File: src/rtl/hazard_tag_pipe_if.sv
// Tag-chain bus between decode, the tag pipe and the hazard unit.
// Ports: Stall, D-stage tags in; E/M/W tags, PC/IF-ID/ID-EX controls, StallCnt out.
interface hazard_tag_pipe_if #(
    parameter int CNT_W = 16
);
    logic             Stall;
    logic [4:0]       A1D;
    logic [4:0]       A2D;
    logic [4:0]       A3D;
    logic [1:0]       resD;
    logic [4:0]       A1E;
    logic [4:0]       A2E;
    logic [4:0]       A3E;
    logic [1:0]       res_E;
    logic [4:0]       A3M;
    logic [1:0]       res_M;
    logic [4:0]       A3W;
    logic [1:0]       res_W;
    logic             PCEn;
    logic             IFIDEn;
    logic             IDEXClr;
    logic [CNT_W-1:0] StallCnt;

    modport master (
        output Stall, A1D, A2D, A3D, resD,
        input  A1E, A2E, A3E, res_E, A3M, res_M, A3W, res_W,
        input  PCEn, IFIDEn, IDEXClr, StallCnt
    );

    modport slave (
        input  Stall, A1D, A2D, A3D, resD,
        output A1E, A2E, A3E, res_E, A3M, res_M, A3W, res_W,
        output PCEn, IFIDEn, IDEXClr, StallCnt
    );
endinterface

File: src/rtl/hazard_tag_pipe.sv
// Register-index / result-class tag chain D->E->M->W with stall controls.
// Ports: clk, reset (async, active-high), bus (slave side of hazard_tag_pipe_if).
module hazard_tag_pipe #(
    parameter int CNT_W = 16
) (
    input logic             clk,
    input logic             reset,
    hazard_tag_pipe_if.slave bus
);
    logic [4:0]       a1_e;
    logic [4:0]       a2_e;
    logic [4:0]       a3_e;
    logic [1:0]       res_e;
    logic [4:0]       a3_m;
    logic [1:0]       res_m;
    logic [4:0]       a3_w;
    logic [1:0]       res_w;
    logic [CNT_W-1:0] cnt;
    logic [1:0]       res_d_eff;

    // A write to $0 is never a real producer, so it must not look like one.
    assign res_d_eff = (bus.A3D == 5'd0) ? 2'b00 : bus.resD;

    assign bus.PCEn    = ~bus.Stall;
    assign bus.IFIDEn  = ~bus.Stall;
    assign bus.IDEXClr = bus.Stall;

    always_ff @(posedge clk or posedge reset) begin
        if (reset) begin
            a1_e  <= '0;
            a2_e  <= '0;
            a3_e  <= '0;
            res_e <= '0;
        end else if (bus.Stall) begin
            a1_e  <= '0;
            a2_e  <= '0;
            a3_e  <= '0;
            res_e <= '0;
        end else begin
            a1_e  <= bus.A1D;
            a2_e  <= bus.A2D;
            a3_e  <= bus.A3D;
            res_e <= res_d_eff;
        end
    end

    // M and W always advance: a stall only holds the front end.
    always_ff @(posedge clk or posedge reset) begin
        if (reset) begin
            a3_m  <= '0;
            res_m <= '0;
            a3_w  <= '0;
            res_w <= '0;
        end else begin
            a3_m  <= a3_e;
            res_m <= res_e;
            a3_w  <= a3_m;
            res_w <= res_m;
        end
    end

    always_ff @(posedge clk or posedge reset) begin
        if (reset) begin
            cnt <= '0;
        end else if (bus.Stall && (cnt != {CNT_W{1'b1}})) begin
            cnt <= cnt + CNT_W'(1);
        end
    end

    assign bus.A1E      = a1_e;
    assign bus.A2E      = a2_e;
    assign bus.A3E      = a3_e;
    assign bus.res_E    = res_e;
    assign bus.A3M      = a3_m;
    assign bus.res_M    = res_m;
    assign bus.A3W      = a3_w;
    assign bus.res_W    = res_w;
    assign bus.StallCnt = cnt;
endmodule

File: src/flat_wrapper.sv
// flat-port wrapper written by rule: the top's interface ports become plain ports
module hazard_tag_pipe_flat 
#(
    parameter int CNT_W = 16
)
  (clk, reset, bus_Stall, bus_A1D, bus_A2D, bus_A3D, bus_resD, bus_A1E, bus_A2E, bus_A3E, bus_res_E, bus_A3M, bus_res_M, bus_A3W, bus_res_W, bus_PCEn, bus_IFIDEn, bus_IDEXClr, bus_StallCnt);
  hazard_tag_pipe_if #(.CNT_W(CNT_W)) bus_i ();
  input logic clk;
  input logic reset;
  input wire logic [$bits(bus_i.Stall)-1:0] bus_Stall;
  input wire logic [$bits(bus_i.A1D)-1:0] bus_A1D;
  input wire logic [$bits(bus_i.A2D)-1:0] bus_A2D;
  input wire logic [$bits(bus_i.A3D)-1:0] bus_A3D;
  input wire logic [$bits(bus_i.resD)-1:0] bus_resD;
  output wire logic [$bits(bus_i.A1E)-1:0] bus_A1E;
  output wire logic [$bits(bus_i.A2E)-1:0] bus_A2E;
  output wire logic [$bits(bus_i.A3E)-1:0] bus_A3E;
  output wire logic [$bits(bus_i.res_E)-1:0] bus_res_E;
  output wire logic [$bits(bus_i.A3M)-1:0] bus_A3M;
  output wire logic [$bits(bus_i.res_M)-1:0] bus_res_M;
  output wire logic [$bits(bus_i.A3W)-1:0] bus_A3W;
  output wire logic [$bits(bus_i.res_W)-1:0] bus_res_W;
  output wire logic [$bits(bus_i.PCEn)-1:0] bus_PCEn;
  output wire logic [$bits(bus_i.IFIDEn)-1:0] bus_IFIDEn;
  output wire logic [$bits(bus_i.IDEXClr)-1:0] bus_IDEXClr;
  output wire logic [$bits(bus_i.StallCnt)-1:0] bus_StallCnt;
  assign bus_i.Stall = bus_Stall;
  assign bus_i.A1D = bus_A1D;
  assign bus_i.A2D = bus_A2D;
  assign bus_i.A3D = bus_A3D;
  assign bus_i.resD = bus_resD;
  assign bus_A1E = bus_i.A1E;
  assign bus_A2E = bus_i.A2E;
  assign bus_A3E = bus_i.A3E;
  assign bus_res_E = bus_i.res_E;
  assign bus_A3M = bus_i.A3M;
  assign bus_res_M = bus_i.res_M;
  assign bus_A3W = bus_i.A3W;
  assign bus_res_W = bus_i.res_W;
  assign bus_PCEn = bus_i.PCEn;
  assign bus_IFIDEn = bus_i.IFIDEn;
  assign bus_IDEXClr = bus_i.IDEXClr;
  assign bus_StallCnt = bus_i.StallCnt;
  hazard_tag_pipe #(.CNT_W(CNT_W)) u_core (.clk(clk), .reset(reset), .bus(bus_i));
endmodule
File: config.mk
export PLATFORM = sky130hd
export DESIGN_NAME = hazard_tag_pipe_flat
export DESIGN_NICKNAME = d
export VERILOG_FILES = /design/src/rtl/hazard_tag_pipe_if.sv /design/src/rtl/hazard_tag_pipe.sv /design/src/flat_wrapper.sv
export SDC_FILE = /design/constraint.sdc
export NUM_CORES = 1
export LEC_CHECK = 0
export BUFFER_PORTS_ARGS = -buffer_cell sky130_fd_sc_hd__buf_2
export CAP_MARGIN = 20
export CORE_AREA = 2 2 65 67
export CTS_CLUSTER_SIZE = 28
export DETAILED_ROUTE_END_ITERATION = 10
export DIE_AREA = 0 0 67 69
export HOLD_SLACK_MARGIN = 0.15
export PLACE_DENSITY = 0.75
export SLEW_MARGIN = 5
export SYNTH_ARGS = -nofsm -noshare
export SYNTH_HDL_FRONTEND = slang
export SYNTH_SLANG_ARGS = --single-unit
File: constraint.sdc
create_clock -name clk -period 2.45 [get_ports clk]
set_clock_uncertainty 0.2 [all_clocks]
set_input_delay 0.6125 -clock clk [delete_from_list [all_inputs] [get_ports clk]]
set_output_delay 0.6125 -clock clk [all_outputs]
set_load 0.05 [all_outputs]
Word-level counts from Yosys, hierarchy flattened. Cells that the tools add are included.

Flip-flop bits (word level): 47. Bits of input ports: 20. Output and inout bits: 50.

Add/subtract/negate cells: 1. Equality and inequality tests: 1. Multiplexer cells: 5. Bitwise logic cells: 1. Reduce and logical (&&, ||, !) cells: 2.

Operators by type and width (number): 16-bit by 1-bit adder with 16-bit output, second input constant (1); 16-bit != test, second input constant (1); 5-bit 2-to-1 mux (3); 5-bit zero test (1); 2-bit 2-to-1 mux (2); 1-bit logical AND (1); 1-bit inverter (1).

Depth between registers and ports, before layout. Gate-level depths: netlist of run 1.

Depth in word-level cells: 3. Depth in mapped cells: 5. Depth with buffers taken out: 5.

Least setup slack after synthesis of run 1. Ideal clock, no wire load.

Kind: input to output. From: input port bus_Stall. To: output port bus_PCEn. Data arrival time: 1.781 ns. Data required time: 1.637 ns. Slack: -0.144 ns. Stages: 4. Path buffers: 3. Cell sequence: clkbuf_1 > clkbuf_1 > inv_1 > buf_4.

Longest elaborated chain between the ends: 1.

RTL lines: start: declaration (RTL line flat_wrapper.sv:10) `input wire logic [$bits(bus_i.Stall)-1:0] bus_Stall;`; 1-bit inverter; end: declaration (RTL line flat_wrapper.sv:23) `output wire logic [$bits(bus_i.PCEn)-1:0] bus_PCEn;`.

Every way passes these cells.

Worst setup path after layout of run 1.
From: register u_core.cnt[11], in the netlist u_core.bus.StallCnt[11]. To: output port bus_StallCnt[11].

RTL lines: start: declaration (RTL line hazard_tag_pipe.sv:18) `logic [CNT_W-1:0] cnt;`; start signal: assignment (RTL line hazard_tag_pipe.sv:66) `cnt <= cnt + CNT_W'(1);`; end: declaration (RTL line flat_wrapper.sv:26) `output wire logic [$bits(bus_i.StallCnt)-1:0] bus_StallCnt;`.

No word-level cell between the ends.

==> summary.txt, run 1 <==
top-count cell post-synth: dfrtp_1
Ports: 70
ys async rst share: 1.00
power share of the clock group: 0.276
Skew-Pair Late Insertion Delay: 0.30 ns
FF-to-FF setup slack: 0.56 ns
Core Rows: 23
critical path, cell by cell: buf_2
Setup Fix Bufs, Post-CTS: 0
Hold Vio Cnt, Final: 0
initial DRC count: 33
Tmin final: 1.94 ns
Setup TNS: 0 ns
fin cells: 257
#FFs+latches synth: 47
gpl congestion: 0.765
initial antenna violation count: 0
placed cell area: 2170 um^2
vias in the first global route: 1162
Data arrival, critical path: 1.13 ns
Gate power share: 0.271
EDFF count, synth: 0
Lkg Pwr: 0.00122 uW
first-pass GRT wire length: 5.42 mm
Setup CP Type: reg2out
Ys Warns: 0
H-Tree Depth: 2
Hold Path Class: reg2reg
Net Sw Frac: 0.367
worst path required time: 1.64 ns
placed wire-length estimate: 2.34 mm
CTS Root Cell: clkbuf_8
height of the chip: 69 um
Mapped Nets: 153
Port Buffers: 69
Fillers: 355
maximum clock rate: 515 MHz
final setup fails: 0
Top FF cell, synth: dfrtp_1
CP max-delay cell: dfrtp_1
worst hold slack: 0.172 ns
cells after synthesis: 132
post_cts resized: 0
post-synth top area share: 0.666
crit end category: primary output
Setup crit start: u_core.bus.StallCnt[11]
synth cell count leaders: 47 x dfrtp_1, 15 x nor2b_1, 6 x nand2_1, 6 x nor2_1
Die ar.: 4620 um^2
Startpoint Class: flop
Worst VDD drop: 0.000700 V
Crit Reg-Reg Startpoint: u_core.bus.StallCnt[7]
critical path's top delay family: flip-flops
CTS sink count: 47
Wirelength per Cell: 12.4 um
global route total overflow: 0
fin area: 2290 um^2
reg-to-reg critical path endpoint: u_core.bus.StallCnt[1]
effective utilization at floorplan: 0.451
largest net degree at the start of global routing: 48
RSZ-0062 raised after global routing: no
reg2reg path depth: 4
Max Root-Sink Buffers: 2
Final nets: 227
Synth area leader: dfrtp_1
via count: 1219
die width: 67 um
WP buf/inv: 1
Largest stage delay, worst path: 0.50 ns
switching pwr: 758 uW
Slew Viols, Final: 0
crit path to: bus_StallCnt[11]
mean post-synth cell area: 13.4 um^2
post-route DRC violation count: 0
total track usage: 0.157
outcome: finished, final reports clean
Tcrit/Tclk final: 0.793
Antenna Nets Post-Route: 0
Layout area overhead: 29.8%
layout cells sized above 1: 0.430
Pwr Density: 902 nW/um^2
placed insts: 248
vias per inst: 4.74
Worst Tran Pin Value: 0.396 ns
Netlist Area Pre-Place: 1770 um^2
Inserted Clock Buffers: 5
Reg clk slew, reported paths: 0.09 ns
register area share after synthesis: 0.666
Reg power frac: 0.453
Rel. slew slack: 0.734
CTS tree: done
cts hold-fix bufs: 1
Synth area leaders: dfrtp_1 67%, nor2b_1 5.3%, xor2_1 2.5%
P_int: 1310 uW
first drt pass iteration count: 4
Core Area: 3910 um^2
DRT Wirelength: 3.19 mm
max-cap check violation count: 0
ant diodes: 0
critical path fanouts, max: 8
critical path depth: 1
synth unique cells: 32
cells in the final DEF, fill, tap and decap left out, drive strengths merged, types with 2 or more instances in the layout:
master  instances
xnor2           4
and4            5
nor3            4
dfrtp          47
inv             4
nand2           7
clkbuf          5
nor4b           2
nand3           4
nand4           3
nor2            6
a31oi           2
nand2b          2
a21oi           5
nor2b          15
and3            3
and2            4
mux2            2
xor2            5
buf            71
sequential cells by signal (all words and copies together), names as in the netlist:
| register | count |
|---|---|
| u_core.bus.StallCnt | 16 |
| u_core.bus.A1E | 5 |
| u_core.bus.A2E | 5 |
| u_core.bus.A3E | 5 |
| u_core.bus.A3M | 5 |
| u_core.bus.A3W | 5 |
| u_core.bus.res_E | 2 |
| u_core.bus.res_M | 2 |
| u_core.bus.res_W | 2 |
routing by layer:
metal	part of all wire	routed length (um)	track usage
met3	0.076	243	0.0620
met5	0	0	0
met2	0.49	1550	0.244
met4	0.019	60	0.0680
met1	0.42	1340	0.189
power groups by stage:
stage               registers, uW  logic (uW)  clock network (uW)
floorplan                    1230         138                   0
global placement              952         559                   0
detailed placement            951         565                   0
CTS                           938         568                 585
global route                  952         596                 625
finish                        937         560                 570
how the worst min path moves through the flow:
stage | from | endpoint | slack [ns] | cells past startpoint
after global placement | u_core.bus.res_M[0] | u_core.bus.res_W[0] | 0.16 | 0
after floorplan | u_core.bus.A3E[0] | u_core.bus.A3M[0] | 0.47 | 0
final | u_core.bus.A3E[0] | u_core.bus.A3M[0] | 0.17 | 0
after detailed placement | u_core.bus.A3E[0] | u_core.bus.A3M[0] | 0.16 | 0
after CTS | u_core.bus.A3E[0] | u_core.bus.A3M[0] | 0.17 | 0
after global routing | u_core.bus.A3E[0] | u_core.bus.A3M[0] | 0.18 | 0
worst reg2reg max path, cell delays in order (launching register included):
cell      delay (ns)
dfrtp_1         0.46
and4_1          0.39
and4_4          0.30
nand2b_4        0.14
mux2_4          0.29
layout make-up:
type                    count  area [um^2]  share of cell area
well taps                  50         62.6              0.0273
flip-flops and latches     47         1180               0.513
inverters                   3         11.3             0.00491
multi-input cells          77          544               0.237
clock inverters             3         46.3              0.0202
clock buffers               5         68.8              0.0300
repair buffers             72          383               0.167
through the flow:
stage	total power, uW	utilization	setup WS (ns)
after floorplan	1370	-	0.100
after global placement	1510	0.554	0.515
after detailed placement	1520	0.554	0.409
after CTS	2090	0.586	0.499
after global routing	2170	0.586	0.449
final	2070	0.586	0.507
kinds of logic (layout without fill, tap and decap cells):
kind of cell,after synthesis,after routing,synth area share
AOI/OAI and AO/OA,9,9,0.0298
xor gates and xnor gates,9,9,0.0446
adders and majority gates,1,1,0.00709
buffers and inverters,8,83,0.0255
DFF,47,47,0.666
muxes,2,2,0.0149
and+or+nand+nor,56,56,0.212
No activity file was read; power rests on OpenSTA's default activity.
==> run 2, diff against run 1 <==
clock period = 1.8 ns   (was 2.45 ns; I/O delays follow)
==> run 2 against run 1 <==
Compared with the run above: final area grew 5.4%; highest routed layer unchanged; power up 46%; clock-buffer cell count rose by 1; via count rose by 2.8%.
==> summary.txt, run 2 (synthesized netlist as in run 1, its figures left out) <==
crit end category: flop
reg2reg path depth: 5 (+1)
final setup fails: 0 (unchanged)
worst hold stages: 2 (+2)
first-pass GRT wire length: 5.62 mm (+3.8%)
Worst VDD drop: 0.000843 V (+20%)
Startpoint Class: flop
placed cell area: 2250 um^2 (+3.8%)
initial antenna violation count: 0 (unchanged)
Die ar.: 4620 um^2 (unchanged)
layout cells sized above 1: 0.532 (+0.102)
via count: 1253 (+2.8%)
H-Tree Depth: 2 (unchanged)
Pwr Density: 1250 nW/um^2 (+39%)
Layout area overhead: 36.9%
Rel. slew slack: 0.692 (-0.0422)
fin area: 2420 um^2 (+5.4%)
global route total overflow: 0 (unchanged)
Tcrit/Tclk final: 0.967
Worst Tran Pin Value: 0.461 ns (+0.0648 ns)
Lkg Pwr: 0.00126 uW (+3.2%)
commonest non-fill, non-tap cell in the layout: buf_2
CTS tree: done
largest net degree at the start of global routing: 22 (-54%)
effective utilization at floorplan: 0.451 (unchanged)
height of the chip: 69 um (unchanged)
CTS sink count: 47 (unchanged)
Largest register FFs: 16 (unchanged)
Wirelength per Cell: 13.3 um (+7.5%)
Hold Path Class: in2reg
maximum clock rate: 574 MHz
Inserted Clock Buffers: 5 (unchanged)
Setup CP Type: reg2reg
commonest cells after routing, fill and taps aside: 69 x buf_2, 32 x dfrtp_1, 15 x nor2b_1, 15 x dfrtp_2, 10 x buf_4
Core Area: 3910 um^2 (unchanged)
Setup TNS: 0 ns (unchanged)
Slew Viols, Final: 0 (unchanged)
Hold Vio Cnt, Final: 0 (unchanged)
Port Buffers: 69 (unchanged)
placed wire-length estimate: 2.64 mm (+13%)
Reg clk slew, reported paths: 0.08 ns (about the same)
die width: 67 um (unchanged)
gpl congestion: 0.752 (-1.7%)
first drt pass iteration count: 4 (unchanged)
Core Rows: 23 (unchanged)
total track usage: 0.164 (+0.00749)
max-cap check violation count: 0 (unchanged)
Antenna Nets Post-Route: 0 (unchanged)
Skew-Pair Late Insertion Delay: 0.30 ns (about the same)
vias per inst: 4.71 (-0.69%)
Data arrival, critical path: 1.72 ns (+0.59 ns)
CTS Root Cell: clkbuf_8
vias in the first global route: 1156 (-0.52%)
Max Root-Sink Buffers: 2 (unchanged)
worst path required time: 1.78 ns (+0.14 ns)
DRT Wirelength: 3.55 mm (+11%)
Final nets: 236 (+4.0%)
post-route DRC violation count: 0 (unchanged)
critical path fanouts, max: 5 (-3)
ant diodes: 0 (unchanged)
Ports: 70 (unchanged)
Tmin final: 1.74 ns
outcome: finished, final reports clean
initial DRC count: 40 (+21%)
==> run 2: final timing paths <==
path	startpoint	to	slack [ns]
setup / recovery	u_core.bus.StallCnt[0]	u_core.bus.StallCnt[14]	0.06
hold / removal	bus_resD[0]	u_core.bus.res_E[0]	0.16
setup reg to reg	u_core.bus.StallCnt[0]	u_core.bus.StallCnt[14]	0.06
hold reg to reg	u_core.bus.A3M[4]	u_core.bus.A3W[4]	0.17
max in group asynchronous	reset	u_core.bus.A2E[1]	0.40
min in group asynchronous	reset	u_core.bus.res_E[0]	0.50
==> run 2: critical path: stages (launching register included) <==
cell and delay [ns]:
dfrtp_2 0.41, ha_4 0.14, and4_4 0.24, nand4_1 0.15, nor2_2 0.15, mux2_1 0.33
==> run 2: report_power, final <==
| part | total (uW) | internal, uW | switching [uW] |
|---|---|---|---|
| Clock | 890 | 555 | 335 |
| Combinational | 827 | 241 | 586 |
| Sequential | 1300 | 1180 | 124 |
==> run 2: per-stage QoR <==
stage | hold WS [ns] | setup slack, ns | instances | utilization | total power [uW]
2_1_floorplan | 0.379 | -0.105 | 132 | - | 1910
3_3_place_gp | 0.151 | 0.0619 | 254 | 0.574 | 2110
3_5_place_dp | 0.156 | 0.0315 | 254 | 0.574 | 2110
4_1_cts | 0.151 | 0.0238 | 263 | 0.611 | 3000
5_1_grt | 0.153 | -0.0183 | 266 | 0.617 | 3140
6_report | 0.156 | 0.0592 | 266 | 0.617 | 3020
==> run 2: repair_timing <==
| action | 4_1_cts | 5_1_grt |
|---|---|---|
| hold buffers | 1 | 0 |
| gates resized for setup | 0 | 1 |
| endpoints found under the setup margin | 0 | 3 |
| hold endpoints to repair | 19 | 0 |
| setup buffers | 0 | 3 |
==> run 2: final cells by class <==
cell class              count  area, um^2
fillers                   323        1500
flip-flops and latches     47        1190
multi-input cells          77         562
repair buffers             81         450
clock buffers               6        72.6
well taps                  50        62.6
clock inverters             2        60.1
inverters                   3        13.8
==> run 2: layer usage <==
metal,share of wire,routed length (um),GRT usage
met1,0.40,1420,0.211
met2,0.52,1860,0.262
met3,0.060,213,0.0408
met4,0.016,56,0.0680
met5,0,0,0
==> run 3, diff against run 2 <==
RECOVER_POWER = 100   (was default)
==> run 3 against run 2 <==
Compared with the run above: worst hold slack gained 0.0037 ns; power fell by 0.23%; sequential power about the same; final area is 0.78% lower; non-clock buffer count unchanged; worst setup slack got worse by 0.0086 ns; register-to-register slack about the same; routed wire length is 0.85% lower; clock power barely moved; via count shrank 0.72%; critical path depth unchanged; highest routed layer unchanged.
==> summary.txt, run 3 (synthesized netlist as in run 1, its figures left out) <==
outcome: finished, final reports clean
Inserted Clock Buffers: 5 (unchanged)
effective utilization at floorplan: 0.451 (unchanged)
Die ar.: 4620 um^2 (unchanged)
ant diodes: 0 (unchanged)
max-cap check violation count: 0 (unchanged)
CTS Root Cell: clkbuf_8
die width: 67 um (unchanged)
post-route DRC violation count: 0 (unchanged)
commonest cells after routing, fill and taps aside: 43 x buf_2, 32 x dfrtp_1, 27 x clkbuf_2, 15 x nor2b_1, 15 x dfrtp_2
Lkg Pwr: 0.00124 uW (-1.5%)
Setup CP Type: reg2reg
critical path, cell by cell: ha_4 -> and4_4 -> and4_4 -> nand2b_4 -> mux2_4
Tmin final: 1.75 ns (+0.00858 ns)
placed insts: 254 (unchanged)
CP dominant cell by count: and4_4
placed wire-length estimate: 2.64 mm (unchanged)
Core Area: 3910 um^2 (unchanged)
Rel. slew slack: 0.498 (-0.194)
Fillers: 328 (+1.5%)
fin area: 2400 um^2 (-0.78%)
maximum clock rate: 572 MHz (-0.49%)
Setup TNS: 0 ns (unchanged)
H-Tree Depth: 2 (unchanged)
Startpoint Class: flop
gpl congestion: 0.752 (unchanged)
Skew-Pair Late Insertion Delay: 0.30 ns (about the same)
vias in the first global route: 1156 (unchanged)
height of the chip: 69 um (unchanged)
Pwr Density: 1260 nW/um^2 (+0.55%)
CTS tree: done
WP buf/inv: 0 (unchanged)
Worst Tran Pin Value: 0.753 ns (+0.292 ns)
Slew Viols, Final: 0 (unchanged)
first drt pass iteration count: 4 (unchanged)
Antenna Nets Post-Route: 0 (unchanged)
Worst VDD drop: 0.000844 V (+0.12%)
final setup fails: 0 (unchanged)
Largest register FFs: 16 (unchanged)
Setup crit start: u_core.bus.StallCnt[0]
Largest stage delay, worst path: 0.41 ns (about the same)
global route total overflow: 0 (unchanged)
Hold Vio Cnt, Final: 0 (unchanged)
placed cell area: 2250 um^2 (unchanged)
via count: 1244 (-0.72%)
Data arrival, critical path: 1.74 ns (+0.02 ns)
commonest non-fill, non-tap cell in the layout: buf_2
worst hold slack: 0.159 ns (+0.00367 ns)
Core Rows: 23 (unchanged)
CTS sink count: 47 (unchanged)
layout cells sized above 1: 0.528 (-0.00463)
crit end category: flop
critical path's top delay family: simple AND/OR/NAND/NOR gates
Crit Reg-Reg Startpoint: u_core.bus.StallCnt[0]
CP max-delay cell: dfrtp_2
total track usage: 0.164 (unchanged)
initial antenna violation count: 0 (unchanged)
register area: 1190 um^2 (unchanged)
vias per inst: 4.68 (-0.72%)
DRT Wirelength: 3.52 mm (-0.85%)
worst min-delay path startpoint: bus_resD[0]
Max Root-Sink Buffers: 2 (unchanged)
worst path required time: 1.79 ns (about the same)
Final nets: 236 (unchanged)
critical path fanouts, max: 5 (unchanged)
first-pass GRT wire length: 5.62 mm (unchanged)
Reg clk slew, reported paths: 0.08 ns (about the same)
Ports: 70 (unchanged)
Layout area overhead: 35.8%
fin cells: 266 (unchanged)
largest net degree at the start of global routing: 22 (unchanged)
Wirelength per Cell: 13.2 um (-0.85%)
Hold Path Class: in2reg
initial DRC count: 43 (+7.5%)
Tcrit/Tclk final: 0.972 (+0.00477)
Port Buffers: 69 (unchanged)
multi-input logic area: 562 um^2 (unchanged)
run 3: cell types whose count changed in the layout (fill, tap and decap cells not counted):
| cell | previous run | this run |
|---|---|---|
| and2_0 | 0 | 2 |
| and2_1 | 4 | 2 |
| buf_12 | 1 | 0 |
| buf_2 | 69 | 43 |
| buf_4 | 10 | 8 |
| clkbuf_1 | 1 | 2 |
| clkbuf_2 | 0 | 27 |
| clkbuf_4 | 0 | 1 |
run 3: path summary, 6_finish.rpt:
check                      slack, ns  cells past startpoint                 endpoint
hold reg to reg                 0.17                      0        u_core.bus.A3W[4]
setup reg to reg                0.05                      5   u_core.bus.StallCnt[1]
max in group asynchronous       0.24                      4  u_core.bus.StallCnt[12]
min in group asynchronous       0.49                      3        u_core.bus.A3W[3]
setup / recovery                0.05                      5   u_core.bus.StallCnt[1]
hold / removal                  0.16                      2      u_core.bus.res_E[0]
run 3: timing repair:
item | in CTS | in global routing
buffers inserted | 0 | 3
gates resized for setup | 0 | 1
endpoints found under the setup margin | 0 | 3
endpoints found under the hold margin | 19 | 0
hold buffers | 1 | 0
run 3: worst reg2reg max path, stage by stage, from the launching register on:
cell      delay [ns]
dfrtp_2         0.41
ha_4            0.14
and4_4          0.24
and4_4          0.22
nand2b_4        0.13
mux2_4          0.30
run 3: per-layer routing:
metal | vias up | GRT usage | share of wire
met4 | 0 | 0.0680 | 0.016
met2 | 34 | 0.262 | 0.53
li1 | 607 | - | -
met1 | 597 | 0.211 | 0.40
met5 | - | 0 | 0
met3 | 6 | 0.0408 | 0.054
run 3: layout make-up:
| type | instances | area share |
|---|---|---|
| clock buffers | 6 | 0.0303 |
| clock inverters | 2 | 0.0251 |
| inverters | 3 | 0.00574 |
| multi-input cells | 77 | 0.234 |
| flip-flops and latches | 47 | 0.498 |
| well taps | 50 | 0.0261 |
| repair buffers | 81 | 0.180 |
run 3: report_power, final:
part           internal [uW]  switching (uW)
clock                    555             332
combinational            236             585
sequential              1180             126
run 3: per-stage QoR:
step            util  worst slack [ns]  power (uW)
2_1_floorplan      -            -0.105        1910
3_3_place_gp   0.574            0.0619        2110
3_5_place_dp   0.574            0.0315        2110
4_1_cts        0.611            0.0238        3000
5_1_grt        0.613           -0.0183        3140
6_report       0.613            0.0506        3010
